**src/rtl/bit_scan_controller.sv**
```systemverilog
// -----------------------------------------------------------------------------
// bit_scan_controller
//
// Walks an external bit selector across a NrOfInputBits-wide word, one bit per
// clock. It counts the ones, remembers the lowest index holding a one, and
// flags "any one seen" and "every bit set". The scanned word itself lives
// outside the block. Its driver must keep the word stable while Busy is high.
//
// Parameters
//   NrOfInputBits : width of the scanned word (board row width)
//   NrOfSelBits   : width of the select index, 2**NrOfSelBits >= NrOfInputBits
//
// Ports
//   Clock     in   rising-edge clock
//   nReset    in   asynchronous active-low reset
//   Start     in   begin a scan (only looked at while idle)
//   Abort     in   cancel a scan in progress
//   SelBit    in   selected bit returned for the current Sel
//   Sel       out  select index driven to the external bit selector
//   Busy      out  high while scanning
//   Done      out  one-cycle pulse when a scan completes
//   OnesCount out  number of ones found
//   FirstIdx  out  lowest index holding a one
//   FoundAny  out  at least one bit was one
//   RowFull   out  every bit was one
// -----------------------------------------------------------------------------
module bit_scan_controller #(
  parameter int NrOfInputBits = 10,
  parameter int NrOfSelBits   = 4
) (
  input  logic                   Clock,
  input  logic                   nReset,
  input  logic                   Start,
  input  logic                   Abort,
  input  logic                   SelBit,
  output logic [NrOfSelBits-1:0] Sel,
  output logic                   Busy,
  output logic                   Done,
  output logic [NrOfSelBits:0]   OnesCount,
  output logic [NrOfSelBits-1:0] FirstIdx,
  output logic                   FoundAny,
  output logic                   RowFull
);

  localparam logic [NrOfSelBits-1:0] LastSel   = NrOfSelBits'(NrOfInputBits - 1);
  localparam logic [NrOfSelBits:0]   FullCount = (NrOfSelBits + 1)'(NrOfInputBits);

  typedef enum logic [1:0] {
    IDLE = 2'd0,
    SCAN = 2'd1,
    DONE = 2'd2
  } state_t;

  state_t                 r_state, w_state_nxt;
  logic [NrOfSelBits-1:0] r_sel, w_sel_nxt;
  logic [NrOfSelBits:0]   r_ones, w_ones_nxt;
  logic [NrOfSelBits-1:0] r_first, w_first_nxt;
  logic                   r_found, w_found_nxt;
  logic                   r_full, w_full_nxt;

  // State and result registers
  always_ff @(posedge Clock or negedge nReset) begin
    if (!nReset) begin
      r_state <= IDLE;
      r_sel   <= '0;
      r_ones  <= '0;
      r_first <= '0;
      r_found <= 1'b0;
      r_full  <= 1'b0;
    end else begin
      r_state <= w_state_nxt;
      r_sel   <= w_sel_nxt;
      r_ones  <= w_ones_nxt;
      r_first <= w_first_nxt;
      r_found <= w_found_nxt;
      r_full  <= w_full_nxt;
    end
  end

  // Next-state and datapath updates
  always_comb begin
    w_state_nxt = r_state;
    w_sel_nxt   = r_sel;
    w_ones_nxt  = r_ones;
    w_first_nxt = r_first;
    w_found_nxt = r_found;
    w_full_nxt  = r_full;

    case (r_state)
      IDLE: begin
        // Results from the previous scan stay visible until the next Start.
        if (Start) begin
          w_state_nxt = SCAN;
          w_sel_nxt   = '0;
          w_ones_nxt  = '0;
          w_first_nxt = '0;
          w_found_nxt = 1'b0;
          w_full_nxt  = 1'b0;
        end
      end

      SCAN: begin
        if (Abort) begin
          w_state_nxt = IDLE;
          w_sel_nxt   = '0;
          w_ones_nxt  = '0;
          w_first_nxt = '0;
          w_found_nxt = 1'b0;
          w_full_nxt  = 1'b0;
        end else begin
          if (SelBit) begin
            w_ones_nxt = r_ones + 1'b1;
            if (!r_found) begin
              w_first_nxt = r_sel;
              w_found_nxt = 1'b1;
            end
          end
          if (r_sel == LastSel) begin
            // Sel parks on the last index; RowFull compares against the
            // count that already includes this final bit.
            w_state_nxt = DONE;
            w_full_nxt  = (w_ones_nxt == FullCount);
          end else begin
            w_sel_nxt = r_sel + 1'b1;
          end
        end
      end

      DONE: begin
        w_state_nxt = IDLE;
      end

      default: begin
        w_state_nxt = IDLE;
      end
    endcase
  end

  assign Sel       = r_sel;
  assign Busy      = (r_state == SCAN);
  assign Done      = (r_state == DONE);
  assign OnesCount = r_ones;
  assign FirstIdx  = r_first;
  assign FoundAny  = r_found;
  assign RowFull   = r_full;

endmodule

```
**config.mk**
```make
export PLATFORM = sky130hd
export DESIGN_NAME = bit_scan_controller
export DESIGN_NICKNAME = d
export VERILOG_FILES = /design/src/rtl/bit_scan_controller.sv
export SDC_FILE = /design/constraint.sdc
export NUM_CORES = 1
export LEC_CHECK = 0
export CORE_MARGIN = 5
export CORE_UTILIZATION = 28
export DETAILED_ROUTE_END_ITERATION = 6
export GPL_TIMING_DRIVEN = 0
export SYNTH_ARGS = -nofsm -noshare
export SYNTH_HDL_FRONTEND = slang
export SYNTH_SLANG_ARGS = --single-unit
```
**constraint.sdc**
```tcl
create_clock -name Clock -period 3.7 [get_ports Clock]
set_clock_uncertainty 0.05 [all_clocks]
set_input_delay 0.74 -clock Clock [delete_from_list [all_inputs] [get_ports Clock]]
set_output_delay 0.74 -clock Clock [all_outputs]
set_load 0.01 [all_outputs]
```
==> load_flow_metrics.sql <==
INSERT INTO impl_metrics (metric_group, metric, value, unit) VALUES
('detailed_routing', 'drt.antenna.violating_nets', '0', ''),
('hold_path', 'holdPathStages', '1', ''),
('timing', 'maxClockFrequency', '0.450', 'GHz'),
('placed_design', 'placed_wire_length_estimate_after_detailed_placement', '1.44', 'mm'),
('timing', 'post-route-min-period', '2.22', 'ns'),
('clock_network', 'tritoncts', 'done', ''),
('placed_design', 'post_place_cell_area', '1100', 'um2'),
('layout', 'insertedDiodeCount', '0', ''),
('clock_network', 'ctsHtreeMaxLevel', '1', ''),
('placed_design', 'routabilityCongestion', '0.745', ''),
('synth', 'synth_seq_area_share', '50.1', '%'),
('synth', 'post_synth_most_frequent_cells', 'dfrtp_1, o21ai_0, nand2_1, nor2_1, a22o_1', ''),
('synth', 'yosysWarningCount', '0', ''),
('die', 'placeable_core_area', '2980', 'um2'),
('layout', 'stdcell_area', '1130', 'um2'),
('clock_network', 'ctsLongestPathBuffers', '2', ''),
('die', 'die_w', '65.0', 'um'),
('detailed_routing', 'drc', '0', ''),
('worst_setup_path', 'crit-reg2reg-launch', 'r_state[0]', ''),
('worst_setup_path', 'critical_path_maximum_fanout', '5', ''),
('worst_setup_path', 'cp_data_required_time', '2.91', 'ns'),
('worst_setup_path', 'worst-endpoint-arrival', '1.43', 'ns'),
('die', 'dieArea', '4230', 'um2'),
('die', 'die_y', '65.0', 'um'),
('grt', 'gr-total-overflow', '0', ''),
('worst_setup_path', 'reg2regPathDepth', '5', ''),
('grt', 'global_route_wire_length_before_repair', '3.33', 'mm'),
('synth', 'synth_top_area_cell', 'dfrtp_1', ''),
('synth', 'synth.cell_area', '848', 'um2'),
('power_and_ir_drop', 'static-leakage-power', '0.482', 'nW'),
('synth', 'synthMostInstantiatedCell', 'dfrtp_1', ''),
('timing', 'worstMarginPinSlew', '0.783', 'ns'),
('hold_path', 'min_to', 'FirstIdx[0]', ''),
('detailed_routing', 'wirelength', '1.92', 'mm'),
('synth', 'synth.distinct_cells', '30', ''),
('grt', 'grt_max_degree', '18', ''),
('layout', 'fillerInstances', '313', ''),
('timing', 'final-hold-violation-count', '0', ''),
('grt', 'grt_usage', '10.2', '%'),
('detailed_routing', 'route.vias.total', '725', ''),
('power_and_ir_drop', 'vdd.ir_drop.worst', '0.000223', 'V'),
('grt', 'grt_antenna_before_repair', '0', ''),
('clock_network', 'cts_sinks', '17', ''),
('timing', 'setup_total_negative_slack', '0', 'ns'),
('power_and_ir_drop', 'pwr_density_cell', '488', 'nW/um2'),
('worst_setup_path', 'start_kind', 'register', ''),
('synth', 'syn_nets', '92', ''),
('outcome', 'outcome', 'finished, final reports clean', ''),
('hold_path', 'min-delay-path-class', 'reg2reg', ''),
('timing', 'fin_crit_sh', '60.0', '%'),
('detailed_routing', 'wl_per_cell', '13.5', 'um'),
('synth', 'yosys_most_used_dff', 'dfrtp_1', ''),
('synth', 'synthesized_instance_count', '84', ''),
('clock_network', 'clk-insertion-delay-late', '0.29', 'ns'),
('clock_network', 'post_cts_buffers', '0', ''),
('worst_setup_path', 'regToRegEndpoint', 'OnesCount[4]', ''),
('layout', 'area_delta_synth_final', '32.9', '%'),
('synth', 'synth_top_cell_area_share', '50.1', '%'),
('synth', 'synth.ff_latch_count', '17', ''),
('timing', 'timing.max_slew.rel_slack', '47.6', '%'),
('worst_setup_path', 'setup.worst_path.class', 'reg2out', ''),
('synth', 'synth.top_cells.by_area', 'dfrtp_1, o21ai_0, ha_1', ''),
('synth', 'async_reset_ff_share', '100', '%'),
('hold_path', 'min_from', 'FirstIdx[0]', ''),
('die', 'design.portCount', '22', ''),
('layout', 'layout-drive-gt1-share', '8.26', '%'),
('layout', 'fin_nets', '118', ''),
('clock_network', 'clkTransAtPathRegs', '0.10', 'ns'),
('power_and_ir_drop', 'design_power_total', '0.000550', 'W'),
('worst_setup_path', 'worst-r2r-setup-slack', '2.15', 'ns'),
('detailed_routing', 'initialDrtViolationCount', '15', '');
==> flip-flops by register name, indices dropped and copies added (netlist names) <==
| register | count |
|---|---|
| OnesCount | 5 |
| FirstIdx | 4 |
| FoundAny | 1 |
| r_state | 2 |
| RowFull | 1 |
| Sel | 4 |
==> logic make-up (layout without fill, tap and decap cells) <==
| group | count (synthesis) | after routing | synth area share [%] |
|---|---|---|---|
| AOI/OAI and AO/OA | 28 | 28 | 21.1 |
| and+or+nand+nor | 27 | 27 | 16.7 |
| DFF | 17 | 17 | 50.1 |
| buffers and inverters | 5 | 30 | 3.39 |
| adders and majority gates | 3 | 3 | 4.43 |
| xor gates and xnor gates | 3 | 3 | 3.10 |
| muxes | 1 | 1 | 1.18 |
==> stage by stage <==
| step | utilization [%] | hold WS, ns | std cells | setup WS (ns) |
|---|---|---|---|---|
| global placement | 36.9 | 0.432 | 138 | 1.39 |
| finish | 37.9 | 0.461 | 142 | 1.48 |
| floorplan | - | 0.394 | 84 | 1.90 |
| global route | 37.9 | 0.478 | 142 | 1.41 |
| CTS | 37.9 | 0.465 | 142 | 1.45 |
| detailed placement | 36.9 | 0.431 | 138 | 1.35 |
==> routing by layer <==
layer	part of all wire (%)	global-route usage [%]	routed length, um
met1	45	12.0	861
met2	47	17.2	894
met4	0.52	2.33	10
met3	7.9	4.33	152
met5	0	0	0
==> critical path, cell delays in order, from the launching register on <==
cell and delay, ns:
dfrtp_1 0.42, and2b_1 0.20, clkdlybuf4s50_1 0.52
==> placed cells by master, fill, tap and decap left out, types with 2 or more instances in the layout <==
| cell type | n |
|---|---|
| clkdlybuf4s50_1 | 21 |
| dfrtp_1 | 17 |
| o21ai_0 | 15 |
| nand2_1 | 7 |
| nor2_1 | 5 |
| a22o_1 | 4 |
| nor2b_1 | 3 |
| nand2b_1 | 3 |
| a21oi_1 | 3 |
| ha_1 | 3 |
| clkbuf_4 | 3 |
| buf_2 | 2 |
| xor2_1 | 2 |
| nor3_1 | 2 |
==> worst max path at each step <==
stage / from / endpoint / slack, ns / depth (start not counted)
floorplan: Abort / OnesCount[4] / 1.90 / 4
global placement: Start / OnesCount[4] / 1.39 / 6
detailed placement: Start / OnesCount[4] / 1.35 / 6
CTS: r_state[0] / Done / 1.45 / 2
global route: r_state[0] / Done / 1.41 / 2
finish: r_state[0] / Done / 1.48 / 2
==> where the power goes <==
group / internal (W) / total [W] / leakage [nW] / switching, W
Clock: 0.0000402 / 0.000100 / 0.0177 / 0.0000601
Sequential: 0.000214 / 0.000251 / 0.232 / 0.0000373
Combinational: 0.000101 / 0.000198 / 0.233 / 0.0000977
Total: 0.000355 / 0.000550 / 0.482 / 0.000195
==> cell type report <==
| type | count | area [um2] | area share, % |
|---|---|---|---|
| Buffer | 4 | 25.0 | 2.22 |
| Clock buffer | 3 | 22.5 | 2.00 |
| Clock inverter | 1 | 5.00 | 0.444 |
| Inverter | 1 | 3.75 | 0.333 |
| Multi-Input combinational cell | 62 | 394 | 35.0 |
| Sequential cell | 17 | 425 | 37.7 |
| Tap cell | 33 | 41.3 | 3.66 |
| Timing Repair Buffer | 21 | 210 | 18.6 |
No activity file was read; power rests on OpenSTA's default activity.
